**src/rtl/mem_wb_forward_source.sv**
```systemverilog
// EX/MEM and MEM/WB pipeline registers with a ready-handshaked data-memory controller.
// Drives both EX-stage forwarding sources and stalls upstream while an access is pending.
module mem_wb_forward_source #(
  parameter int DATA_W  = 32,
  parameter int RADDR_W = 5
) (
  input  logic               clk,
  input  logic               rst_n,
  input  logic               RegWrite_ex,
  input  logic               MemRead_ex,
  input  logic               MemWrite_ex,
  input  logic               MemtoReg_ex,
  input  logic [RADDR_W-1:0] RegWriteAddr_ex,
  input  logic [DATA_W-1:0]  ALUResult_ex,
  input  logic [DATA_W-1:0]  MemWriteData_ex,
  output logic               RegWrite_mem,
  output logic [RADDR_W-1:0] RegWriteAddr_mem,
  output logic [DATA_W-1:0]  ALUResult_mem,
  output logic               MemRead_mem,
  output logic               RegWrite_wb,
  output logic [RADDR_W-1:0] RegWriteAddr_wb,
  output logic [DATA_W-1:0]  RegWriteData_wb,
  output logic               dmem_req,
  output logic               dmem_we,
  output logic [DATA_W-1:0]  dmem_addr,
  output logic [DATA_W-1:0]  dmem_wdata,
  input  logic               dmem_ready,
  input  logic [DATA_W-1:0]  dmem_rdata,
  output logic               mem_stall
);

  typedef enum logic {
    S_IDLE = 1'b0,
    S_WAIT = 1'b1
  } state_e;

  state_e              state_q, state_d;
  logic                mem_write_q;
  logic                mem_to_reg_q;
  logic [DATA_W-1:0]   mem_wdata_q;
  logic                mem_access;
  logic [DATA_W-1:0]   wb_data_d;

  // Request fields come straight from EX/MEM, which is frozen while stalled,
  // so they stay stable until dmem_ready.
  always_comb begin
    mem_access = MemRead_mem | mem_write_q;
    dmem_req   = mem_access & ((state_q == S_IDLE) | (state_q == S_WAIT));
    dmem_we    = mem_write_q;
    dmem_addr  = ALUResult_mem;
    dmem_wdata = mem_wdata_q;
    mem_stall  = mem_access & ~dmem_ready;
    wb_data_d  = mem_to_reg_q ? dmem_rdata : ALUResult_mem;
  end

  always_comb begin
    state_d = state_q;
    case (state_q)
      S_IDLE: if (mem_access && !dmem_ready) state_d = S_WAIT;
      S_WAIT: if (dmem_ready) state_d = S_IDLE;
      default: state_d = S_IDLE;
    endcase
  end

  always_ff @(posedge clk) begin
    if (!rst_n) begin
      state_q <= S_IDLE;
    end else begin
      state_q <= state_d;
    end
  end

  // EX/MEM register
  always_ff @(posedge clk) begin
    if (!rst_n) begin
      RegWrite_mem     <= 1'b0;
      MemRead_mem      <= 1'b0;
      mem_write_q      <= 1'b0;
      mem_to_reg_q     <= 1'b0;
      RegWriteAddr_mem <= '0;
      ALUResult_mem    <= '0;
      mem_wdata_q      <= '0;
    end else if (!mem_stall) begin
      RegWrite_mem     <= RegWrite_ex;
      MemRead_mem      <= MemRead_ex;
      mem_write_q      <= MemWrite_ex;
      mem_to_reg_q     <= MemtoReg_ex;
      RegWriteAddr_mem <= RegWriteAddr_ex;
      ALUResult_mem    <= ALUResult_ex;
      mem_wdata_q      <= MemWriteData_ex;
    end
  end

  // MEM/WB register; holding it during a stall keeps the wb forwarding source valid.
  always_ff @(posedge clk) begin
    if (!rst_n) begin
      RegWrite_wb     <= 1'b0;
      RegWriteAddr_wb <= '0;
      RegWriteData_wb <= '0;
    end else if (!mem_stall) begin
      RegWrite_wb     <= RegWrite_mem;
      RegWriteAddr_wb <= RegWriteAddr_mem;
      RegWriteData_wb <= wb_data_d;
    end
  end

endmodule

```
**config.mk**
```make
export PLATFORM = sky130hd
export DESIGN_NAME = mem_wb_forward_source
export DESIGN_NICKNAME = d
export VERILOG_FILES = /design/src/rtl/mem_wb_forward_source.sv
export SDC_FILE = /design/constraint.sdc
export NUM_CORES = 1
export LEC_CHECK = 0
export ABC_CLOCK_PERIOD_IN_PS = 1960
export CAP_MARGIN = 25
export CORE_MARGIN = 2
export CORE_UTILIZATION = 44
export DETAILED_ROUTE_END_ITERATION = 16
export PLACE_DENSITY = 0.95
export SKIP_CTS_REPAIR_TIMING = 1
export SYNTH_ARGS = -nofsm -noshare
export SYNTH_HDL_FRONTEND = slang
export SYNTH_SLANG_ARGS = --single-unit
export TNS_END_PERCENT = 100
```
**constraint.sdc**
```tcl
create_clock -name clk -period 1.96 [get_ports clk]
set_input_delay 0.392 -clock clk [delete_from_list [all_inputs] [get_ports clk]]
set_output_delay 0.392 -clock clk [all_outputs]
set_load 0.05 [all_outputs]
```
* Word-level counts from Yosys, hierarchy flattened
Cells that the tools add are included.
Storage, ports and cells: bits in registers 111, output and inout port bits 144, logic and storage cells 14
Operators by class: muxes and demuxes 1, bitwise logic cells 3
Operators by type and width (number):
- 32-bit 2-to-1 mux | 1
- 1-bit AND | 1
- 1-bit NOT | 1
- 1-bit OR | 1

* Depth between registers and ports, before layout
depth after elaboration 2, gate-level depth with buffers 5

* Worst setup path after synthesis
Ideal clock, no wire load.
path type register to output, start register mem_write_q (netlist: dmem_we), end output mem_stall, arrival time 1.309 ns, data required time 1.568 ns, setup slack 0.259 ns, stages on the path, launching flop included 5, path through dfxtp_1 > o21bai_4 > buf_6 > buf_6 > inv_2
On the way: word-level cells in the longest chain between the ends 2
Ends and longest elaborated chain:
- from (decl) | line 38 | logic mem_write_q;
- from (signal assigned) | line 86 | mem_write_q <= MemWrite_ex;
- 1-bit OR | line 47 | mem_access = MemRead_mem | mem_write_q;
- 1-bit AND | line 52 | mem_stall = mem_access & ~dmem_ready;
- to (decl) | line 29 | output logic mem_stall
No other way between the ends.

* Worst setup path in the final report
start register RegWriteData_wb[20], end output RegWriteData_wb[20]
RTL lines:
- from (decl) | line 22 | output logic [DATA_W-1:0] RegWriteData_wb,
- from (signal assigned) | line 103 | RegWriteData_wb <= wb_data_d;
No word-level cell between the ends.

==> qor.yml <==
detailed_routing:
  drc: 0
  vias: 4438
  drt_iter0_drc: 207
  viasPerCell: 5.12
  routed_wl_um: 14500
  drtAntennaViolNets: 0
  wl_per_cell_um: 16.7
  drt_first_pass_iters: 4
layout:
  drive_above_1_share_pct: 12.4
  n_antenna_cell: 0
  synthToLayoutAreaGrowth_pct: 52.9
  nets: 827
  nFillCells: 843
placed_design:
  io_buffers: 251
  dp_hpwl_um: 10700
  gp_congestion: 0.844
yosys:
  syn_area_sq_um: 5060
  yosys_warnings: 0
  yosysMostFrequentCell: "nand2_1"
  netlist.area_leader.share_pct: 43.9
  ys_seq_area_share_pct: 43.9
  synthArstFlopShare_pct: 0
  syn_inst: 518
  yosys_register_bits: 111
  yosys.cell_types.count: 14
  synth_nets: 626
  synthDominantAreaCellType: "dfxtp_1"
  synthTopCellsByArea: "dfxtp_1, mux2i_1, nand2_1, a221oi_2, buf_4"
  synth_top_cells_by_count: "nand2_1, dfxtp_1, mux2i_1"
  synth-main-ff-cell: "dfxtp_1"
  syn_area_per_cell_sq_um: 9.77
  synth_edf_count: 0
sta:
  fin_skew_ns: 0.00661
  setup_viol: 0
  slew_headroom_pct: 62.4
  finalMaxSlewViolations: 0
  fmax_ghz: 0.517
  final-hold-violation-count: 0
  min_period_ns: 1.94
  period_share_pct: 98.8
  tightest_slew_ns: 0.564
  rsz0062_at_grt: "yes"
  worst_hold_slack_ns: 0.460
global_route:
  grt_pass1_wl_um: 22900
  track_usage_pct: 22.6
  grt_start_max_net_pins: 101
  antenna_found_initial: 0
  grt_pass1_vias: 4528
  overflow: 0
clock_tree:
  cts_buffers: 9
  cts_tree: "done"
  h-tree-depth: 3
  root_buffer: "clkbuf_16"
  worstSkewPairLatency_ns: 0.34
  cts_sinks: 111
  cts.path.max_buffers: 2
  path_clk_slew_ns: 0.07
critical_path:
  cp_cell_sequence: "clkdlybuf4s50_1"
  cp-start-kind: "flip-flop"
  end_kind: "output pin"
  slowest_stage: "clkdlybuf4s50_1"
  worst_ep_required_time_ns: 1.57
  path_delay_family: "buffers and inverters"
  critPathBufInv: 1
  crit_fanout: 2
  critPathArrivalTime_ns: 1.54
  slowest_delay_ns: 0.83
  critPathKind: "reg2out"
job:
  max_cap_viol_count: 0
power:
  totalPowerFinal_w: 0.00651
  power.density_nw_per_um2: 842
  ir_drop_uv: 632
  p_leak_nw: 3.97
floorplan:
  io_pins: 252
  die-area_sq_um: 12400
  die_w_um: 111
  core_sq_um: 11300
  die_h_um: 111
  rows: 39
  start_util_pct: 44.7
outcome:
  status: "completed"
hold_path:
  hold_path.class: "in2reg"
state kept, by name, indices dropped and copies added (netlist names), 5 cells and up:
register / cells
RegWriteData_wb: 32
RegWriteAddr_mem: 5
RegWriteAddr_wb: 5
ALUResult_mem: 32
dmem_wdata: 32
layer usage:
layer	part of all wire, %	global-route usage (%)
met1	40	26.4
met2	50	40.2
met3	7.1	6.18
met4	2.2	6.83
met5	0	0
where the power goes:
group / switching (W) / internal (W) / leakage, nW
Clock: 0.000827 / 0.000905 / 0.139
Combinational: 0.00135 / 0.000833 / 2.91
Sequential: 0.000149 / 0.00245 / 0.921
cells by family after synthesis:
family,synth area share [%]
AND/OR/NAND/NOR,13.8
buffers and inverters,10.8
multiplexers,22.0
flip-flops,43.9
AO/OA/AOI/OAI,9.62
path summary, 6_finish.rpt:
check             cells past startpoint                        startpoint  slack, ns                              end
setup / recovery                      1  RegWriteData_wb[20]$_SDFFE_PN0N_       0.02              RegWriteData_wb[20]
hold / removal                        3                             rst_n       0.46         RegWrite_wb$_SDFFE_PN0N_
setup reg to reg                      3              dmem_we$_SDFFE_PN0N_       0.49  RegWriteData_wb[4]$_SDFFE_PN0N_
hold reg to reg                       2       dmem_wdata[13]$_SDFFE_PN0N_       0.46      dmem_wdata[13]$_SDFFE_PN0N_
worst min-delay path: stages:
cell	delay, ns
buf_4	0.20
nand2_1	0.10
mux2i_1	0.05
metrics by stage:
step | setup TNS, ns | util, % | cell area (sq um) | cells | worst slack (ns)
after floorplan | 0 | - | 5060 | 518 | 0.259
after global routing | -0.0363 | 68.3 | 7740 | 867 | -0.0188
final | 0 | 68.3 | 7740 | 867 | 0.0240
after global placement | 0 | 64.9 | 7340 | 851 | 0.205
after detailed placement | 0 | 64.9 | 7340 | 851 | 0.114
after CTS | -0.473 | 67.4 | 7620 | 867 | -0.0584
cells in the final DEF (no fill, tap or decap), drive strengths merged:
master and count:
buf 40, o21bai 1, clkinvlp 1, or2 1, mux2i 111, nor2 32, inv 3, clkdlybuf4s50 181
dlymetal6s2s 45, a221oi 32, clkinv 4, clkbuf 10, nand2 152, dfxtp 111
area by class of cell:
type | instances | area [sq um] | area share [%]
Timing Repair Buffer | 266 | 2750 | 35.5
Clock inverter | 6 | 43.8 | 0.566
Clock buffer | 10 | 239 | 3.09
Tap cell | 143 | 179 | 2.31
Multi-Input combinational cell | 329 | 2290 | 29.7
Sequential cell | 111 | 2220 | 28.7
Inverter | 2 | 7.51 | 0.0970
Power figures use the tool's default switching activity.
